### config.mk
export PLATFORM = sky130hd
export DESIGN_NAME = lfsr_predict
export DESIGN_NICKNAME = d
export VERILOG_FILES = /design/src/rtl/rainbow_lfsr_checker_predict.sv
export SDC_FILE = /design/constraint.sdc
export NUM_CORES = 1
export LEC_CHECK = 0
export ABC_AREA = 1
export CORE_AREA = 2 2 39 41
export DETAILED_ROUTE_END_ITERATION = 10
export DIE_AREA = 0 0 41 43
export PLACE_DENSITY = 0.86
export SYNTH_ARGS = -nofsm -noshare
export SYNTH_HDL_FRONTEND = slang
export SYNTH_SLANG_ARGS = --single-unit
### constraint.sdc
create_clock -name vclk -period 1.04
set_input_delay 0.208 -clock vclk [all_inputs]
set_output_delay 0.208 -clock vclk [all_outputs]
set_load 0.02 [all_outputs]
### src/rtl/rainbow_lfsr_checker_predict.sv
// Next-bit predictor of a Fibonacci LFSR: parity of the tapped history bits.
module lfsr_predict #(
  parameter int WIDTH = 16
) (
  input  logic [WIDTH-1:0] sr,
  input  logic [WIDTH-1:0] taps,
  output logic             pred
);

  assign pred = ^(sr & taps);

endmodule

=== Word-level counts from Yosys, hierarchy flattened ===
Cells that the tools add are included.

* Add/subtract/negate cells: 0
* $mul: 0
* Div/mod/pow operators: 0
* $lt $le $gt $ge: 0
* Equality and inequality tests: 0
* Shift operators: 0
* Mux-type cells: 0
* Bitwise gates (word level): 1
* Reductions and logical operators: 1

{| class="wikitable"
|+ Operator list
! kind !! number
|-
| $and 16x16->16 || 1
|-
| $reduce_xor 16->1 || 1
|}

* Register bits after elaboration: 0
* Bits in latches: 0
* Bits in writable memories: 0
* Memory bits (read-only): 0
* Bits of input ports: 32
* Output and inout bits: 1
* Logic and storage cells: 2
* Memories kept: 0

=== Logic depth before layout (Yosys ltp) ===
Gate-level depths: netlist of run 1.

* Word-level depth: 2
* Mapped depth: 10
* Gate-level depth less buffers: 10

=== Worst setup path after synthesis of run 1 ===
OpenSTA, ideal clock, no wires.

* Path kind: input-to-output
* From: input port sr[9]
* To: output port pred
* Data arrival time: 0.840 ns
* Setup slack: -0.008 ns
* Cell stages on the path: 10
* Path buffers: 0
* Cell sequence: nand2_1 -> inv_2 -> nand2_1 -> nand2_1 -> nand2_1 -> nand2_1 -> nand2_1 -> nand2_1 -> nand2_1 -> nand2_1

* Longest elaborated chain between the ends: 2

{| class="wikitable"
|+ Ends and longest elaborated chain
! item !! line !! text
|-
| start, declared || 5 || <nowiki>input logic [WIDTH-1:0] sr,</nowiki>
|-
| $and 16x16->16 || 10 || <nowiki>assign pred = ^(sr & taps);</nowiki>
|-
| $reduce_xor 16->1 || 10 ||
|-
| end, declared || 7 || <nowiki>output logic pred</nowiki>
|}

No other way between the ends.

=== Worst setup path in the final report of run 1 ===
* From: input port taps[0]
* To: output port pred

* Longest elaborated chain between the ends: 2

{| class="wikitable"
|+ Ends and longest elaborated chain
! item !! line !! text
|-
| start, declared || 6 || <nowiki>input logic [WIDTH-1:0] taps,</nowiki>
|-
| $and 16x16->16 || 10 ||
|-
| $reduce_xor 16->1 || 10 ||
|}

No other way between the ends.

==> run_results.csv, run 1 <==
group,metric,value,unit
power,ir_drop,0.0002200,V
detailed_routing,drtAntennaViolNets,0,
status,status,"finished, violations left",
layout,fin_nets,186,
synth,yosysWarnings,0,
global_routing,track_usage,15.38,%
floorplan,die_area,1763,um^2
setup_path,crit_path_cell_trace,"buf_2, nand2_2, inv_2, nand2_1, nand2_1, nand2_1, nand2_1, nand2_1, nand2_1, nand2_1, nand2_2, buf_6",
place,place_area,839.6,um^2
floorplan,initial_core_util,35.17,%
floorplan,io_pins,33,
synth,synth_cells,119,
timing,setup_violations,1,
timing,finalHoldViolCount,0,
timing,fin_ws,-208.5,ps
setup_path,max_stage_delay,120,ps
layout,diodes,0,
timing,fin_crit_sh,120.1,%
synth,synth_cell_type_count,3,
layout,finalNonFillerCells,168,
layout,n_clock_buffer,0,
synth,synth_area_leaders,"nand2_1 (67%), nand2_2 (21%), inv_2 (12%)",
layout,mostFrequentLayoutCells,"nand2_1 (65), buf_6 (32), nand2_2 (25)",
setup_path,crit_path_start_kind,"input pin",
floorplan,chipWidth,41,um
timing,whs,1085,ps
setup_path,path_buf_inv,3,
place,numPortBuffers,33,
hold_path,worstHoldPathType,"in2out",
layout,synthToLayoutAreaGrowth,104.4,%
detailed_routing,drt-total-wl,1470,um
detailed_routing,drtIter0Drc,10,
timing,rsz0062_at_grt,"true",
setup_path,cp_max_fo,3,
global_routing,grt_pass1_wl,2063,um
status,violations,"negative setup slack",
setup_path,required,830,ps
setup_path,slowest_stage,"buf_6",
floorplan,die_y,43,um
clocking,postCtsSetupBuffers,0,
detailed_routing,vias,756,
global_routing,antenna_found_initial,0,
floorplan,row_count,14,
place,dp.cells,168,
setup_path,endpoint_kind,"primary output",
global_routing,overflow,0,
layout,seq_cell_count,0,
detailed_routing,drc,0,
power,leakage,0.6486,nW
detailed_routing,routedWlPerCell,8.750,um
timing,slew_headroom,93.98,%
synth,synth_area,486.7,um^2
layout,postLayoutCellArea,994.7,um^2
synth,seq_area_frac_synth,0,%
synth,synth_top_area_share,67.10,%
global_routing,grt_max_degree,4,
power,power_density,437.3,nW/um^2
detailed_routing,viasPerCell,4.500,
timing,max_freq,800.9,MHz
detailed_routing,dr.pass1.iters,4,
floorplan,core_area,1384,um^2
layout,seqCellArea,0,um^2
timing,slew_violations,0,
layout,drive_above_1_share,57.24,%
setup_path,crit_path_frequent_cell,"nand2_1",
timing,tightest_slew,90.02,ps
synth,synth_area_per_cell,4.090,um^2
setup_path,cp.arrival,1040,ps
synth,syn-num-nets,151,
setup_path,crit_type,"in2out",
timing,fin_tns_setup,-208.5,ps
layout,fillers,111,
layout,final_common_cell,"nand2_1",
place,hpwlAfterDp,1024,um
timing,min_period,1249,ps
flow_run,drv_cap,0,
setup_path,path_delay_family,"simple AND/OR/NAND/NOR gates",
place,place.gp.congestion,0.5652,
synth,synth.largest_area_cell,"nand2_1",
clocking,postCtsHoldBufs,0,
global_routing,grt_pass1_vias,596,
[worst min-delay path: stages]
cell and delay (ps):
buf_6 70, nand2_4 40, nand2_1 50, nand2_1 60, nand2_1 60, nand2_1 60, nand2_1 50, nand2_1 40
nand2_1 60, nand2_2 50, buf_6 120
[metrics by stage]
stage                     power (mW)  utilization, %  setup slack [ps]
after global routing          0.4750           71.88            -274.4
after CTS                     0.3617           60.76            -185.9
after global placement        0.3460           60.67             -1016
after floorplan               0.1922               -             25.96
after detailed placement      0.3582           60.67             -1054
final                         0.4350           71.88            -208.5
[worst paths after layout]
| path | cells after the start | endpoint | slack (ps) | startpoint |
|---|---|---|---|---|
| max | 12 | pred | -210 | taps[0] |
| min | 11 | pred | 1080 | sr[11] |
[per-layer routing]
metal / track usage [%] / routed length [um]
met1: 17.41 / 493
met5: 0 / 0
met4: 1.333 / 0
met2: 30.31 / 932
met3: 0 / 44
[synth_stat cells, drive strengths merged]
library cell / number
inv: 16
nand2: 103
[final cells by class]
| type | count | area, um^2 | area share [%] |
|---|---|---|---|
| multi-input cells | 103 | 546.8 | 54.97 |
| well taps | 16 | 20.02 | 2.013 |
| inverters | 16 | 62.56 | 6.289 |
| repair buffers | 33 | 365.4 | 36.73 |
[cell families (layout without fill, tap and decap cells)]
logic type / count (synthesis) / in the layout / share of synthesized area [%]
and+or+nand+nor: 103 / 103 / 87.66
buffers and inverters: 16 / 49 / 12.34
[timing repair]
item / 4_1_cts / 5_1_grt
cloned: 0 / 0
resized for setup: 138 / 38
endpoints found under the setup margin: 1 / 1
pin swaps: 58 / 46
[power by group]
group	internal, mW	total (mW)	switching (mW)
Combinational	0.222	0.435	0.213
Clock	0	0	0
Sequential	0	0	0
Total	0.222	0.435	0.213
Note: power is estimated with default switching activity, not from simulation.
==> inputs of run 2 (changes only) <==
- ABC_AREA: 1 -> not set
- PLACE_DENSITY: 0.86 -> 0.63
==> run_results.csv, run 2 <==
group,metric,value,unit
setup_path,crit_type,"in2out",
layout,seq_cell_count,0,
clocking,postCtsHoldBufs,0,
power,swShare,40.54,%
floorplan,die_area,1763,um^2
timing,rsz0062_at_grt,"true",
global_routing,overflow,0,
timing,fin_crit_sh,133.8,%
timing,whs,1155,ps
synth,yosysWarnings,0,
floorplan,chipWidth,41,um
synth,yosys-top-cells-count,"nand2_1 (16), xnor2_1 (12), xor2_1 (3)",
power,p_switching,168.3,uW
power,leakage,0.2979,nW
timing,min_period,1392,ps
synth,synth_area_leaders,"xnor2_1 (55%), nand2_1 (31%), xor2_1 (14%)",
synth,synth_area,191.4,um^2
layout,mostFrequentLayoutCells,"buf_2 (18), buf_6 (14), nand2_2 (8)",
layout,final_common_cell,"buf_2",
layout,fillers,161,
layout,drive_above_1_share,84.38,%
power,power_density,710.7,nW/um^2
setup_path,endpoint_kind,"primary output",
power,p_comb_share,100.0,%
synth,synth.largest_area_cell,"xnor2_1",
detailed_routing,dr.pass1.iters,1,
synth,syn-num-nets,63,
layout,diodes,0,
detailed_routing,routedWlPerCell,7.875,um
detailed_routing,drc,0,
timing,slew_violations,0,
setup_path,required,830,ps
detailed_routing,viasPerCell,3.738,
global_routing,grt_pass1_wl,1104,um
detailed_routing,drt-total-wl,630,um
place,numPortBuffers,33,
setup_path,cp_max_fo,1,
hold_path,worstHoldPathType,"in2out",
detailed_routing,drtAntennaViolNets,0,
synth,synth_cell_type_count,3,
power,seqPwrFrac,0,%
synth,synth_area_per_cell,6.175,um^2
floorplan,row_count,14,
flow_run,drv_cap,0,
status,violations,"negative setup slack",
timing,finalHoldViolCount,0,
floorplan,io_pins,33,
global_routing,antenna_found_initial,0,
place,hpwlAfterDp,558.1,um
setup_path,crit_path_start_kind,"input pin",
layout,seqCellArea,0,um^2
status,status,"finished, violations left",
setup_path,cp.arrival,1180,ps
synth,yosys.cell_count.top_type,"nand2_1",
timing,tightest_slew,275.6,ps
power,ir_drop,0.0002720,V
clocking,postCtsSetupBuffers,0,
synth,synth_cells,31,
detailed_routing,vias,299,
power,p_int,246.9,uW
synth,synth_top_area_share,54.90,%
floorplan,core_area,1384,um^2
detailed_routing,drtIter0Drc,0,
floorplan,die_y,43,um
floorplan,initial_core_util,13.83,%
timing,max_freq,718.6,MHz
layout,fin_nets,98,
power,clkPwrFrac,0,%
global_routing,grt_pass1_vias,295,
layout,synthToLayoutAreaGrowth,205.2,%
timing,fin_ws,-351.6,ps
timing,setup_violations,1,
global_routing,track_usage,8.116,%
layout,n_clock_buffer,0,
place,place.gp.congestion,0.5410,
timing,slew_headroom,81.49,%
global_routing,grt_max_degree,2,
place,place_ws,-1256,ps
synth,seq_area_frac_synth,0,%
## run 2: power by group through the flow
stage	clock, mW	sequential [mW]	combinational (mW)
2_1_floorplan	0	0	0.218
3_3_place_gp	0	0	0.415
3_5_place_dp	0	0	0.417
4_1_cts	0	0	0.376
5_1_grt	0	0	0.453
6_report	0	0	0.415
## run 2: cell families (layout without fill, tap and decap cells)
logic type | Yosys count | in the layout | synth area share (%)
buffers and inverters | 0 | 33 | 0
AND/OR/NAND/NOR | 16 | 16 | 31.37
XOR/XNOR | 15 | 15 | 68.63
## run 2: worst max-delay path: stages
cell	delay, ps
buf_2	80
nand2_2	50
xnor2_2	130
xnor2_1	270
xnor2_2	160
xnor2_2	120
buf_4	150
## run 2: area by class of cell
type | instances | area [um^2] | area share [%]
Timing Repair Buffer | 33 | 255.2 | 43.68
Tap cell | 16 | 20.02 | 3.426
Multi-Input combinational cell | 31 | 309.0 | 52.89
## run 2: through the flow
| stage | instances | utilization (%) | power (mW) | setup TNS [ps] | instance area [um^2] |
|---|---|---|---|---|---|
| floorplan | 31 | - | 0.2183 | -142.7 | 244.0 |
| global placement | 80 | 42.95 | 0.4151 | -1236 | 594.3 |
| detailed placement | 80 | 42.95 | 0.4170 | -1256 | 594.3 |
| CTS | 80 | 36.80 | 0.3758 | -355.4 | 509.2 |
| global route | 80 | 42.22 | 0.4527 | -427.5 | 584.3 |
| finish | 80 | 42.22 | 0.4153 | -351.6 | 584.3 |
## run 2: per-layer routing
| layer | global-route usage (%) | vias to the layer above | part of all wire (%) |
|---|---|---|---|
| met1 | 12.14 | 125 | 36 |
| met5 | 0 | - | 0 |
| met2 | 13.44 | 17 | 55 |
| met3 | 0 | 0 | 9.2 |
| met4 | 0 | 0 | 0 |
| li1 | - | 157 | - |
## run 2: worst paths after layout
kind / from / endpoint / slack (ps) / cells past startpoint
setup / recovery: sr[10] / pred / -350 / 7
hold / removal: sr[9] / pred / 1150 / 7
## run 2: timing repair
| action | CTS | global route |
|---|---|---|
| resized for setup | 128 | 11 |
| hold endpoints to repair | 0 | 0 |
| setup endpoints to repair | 1 | 1 |
| pin swaps | 26 | 10 |
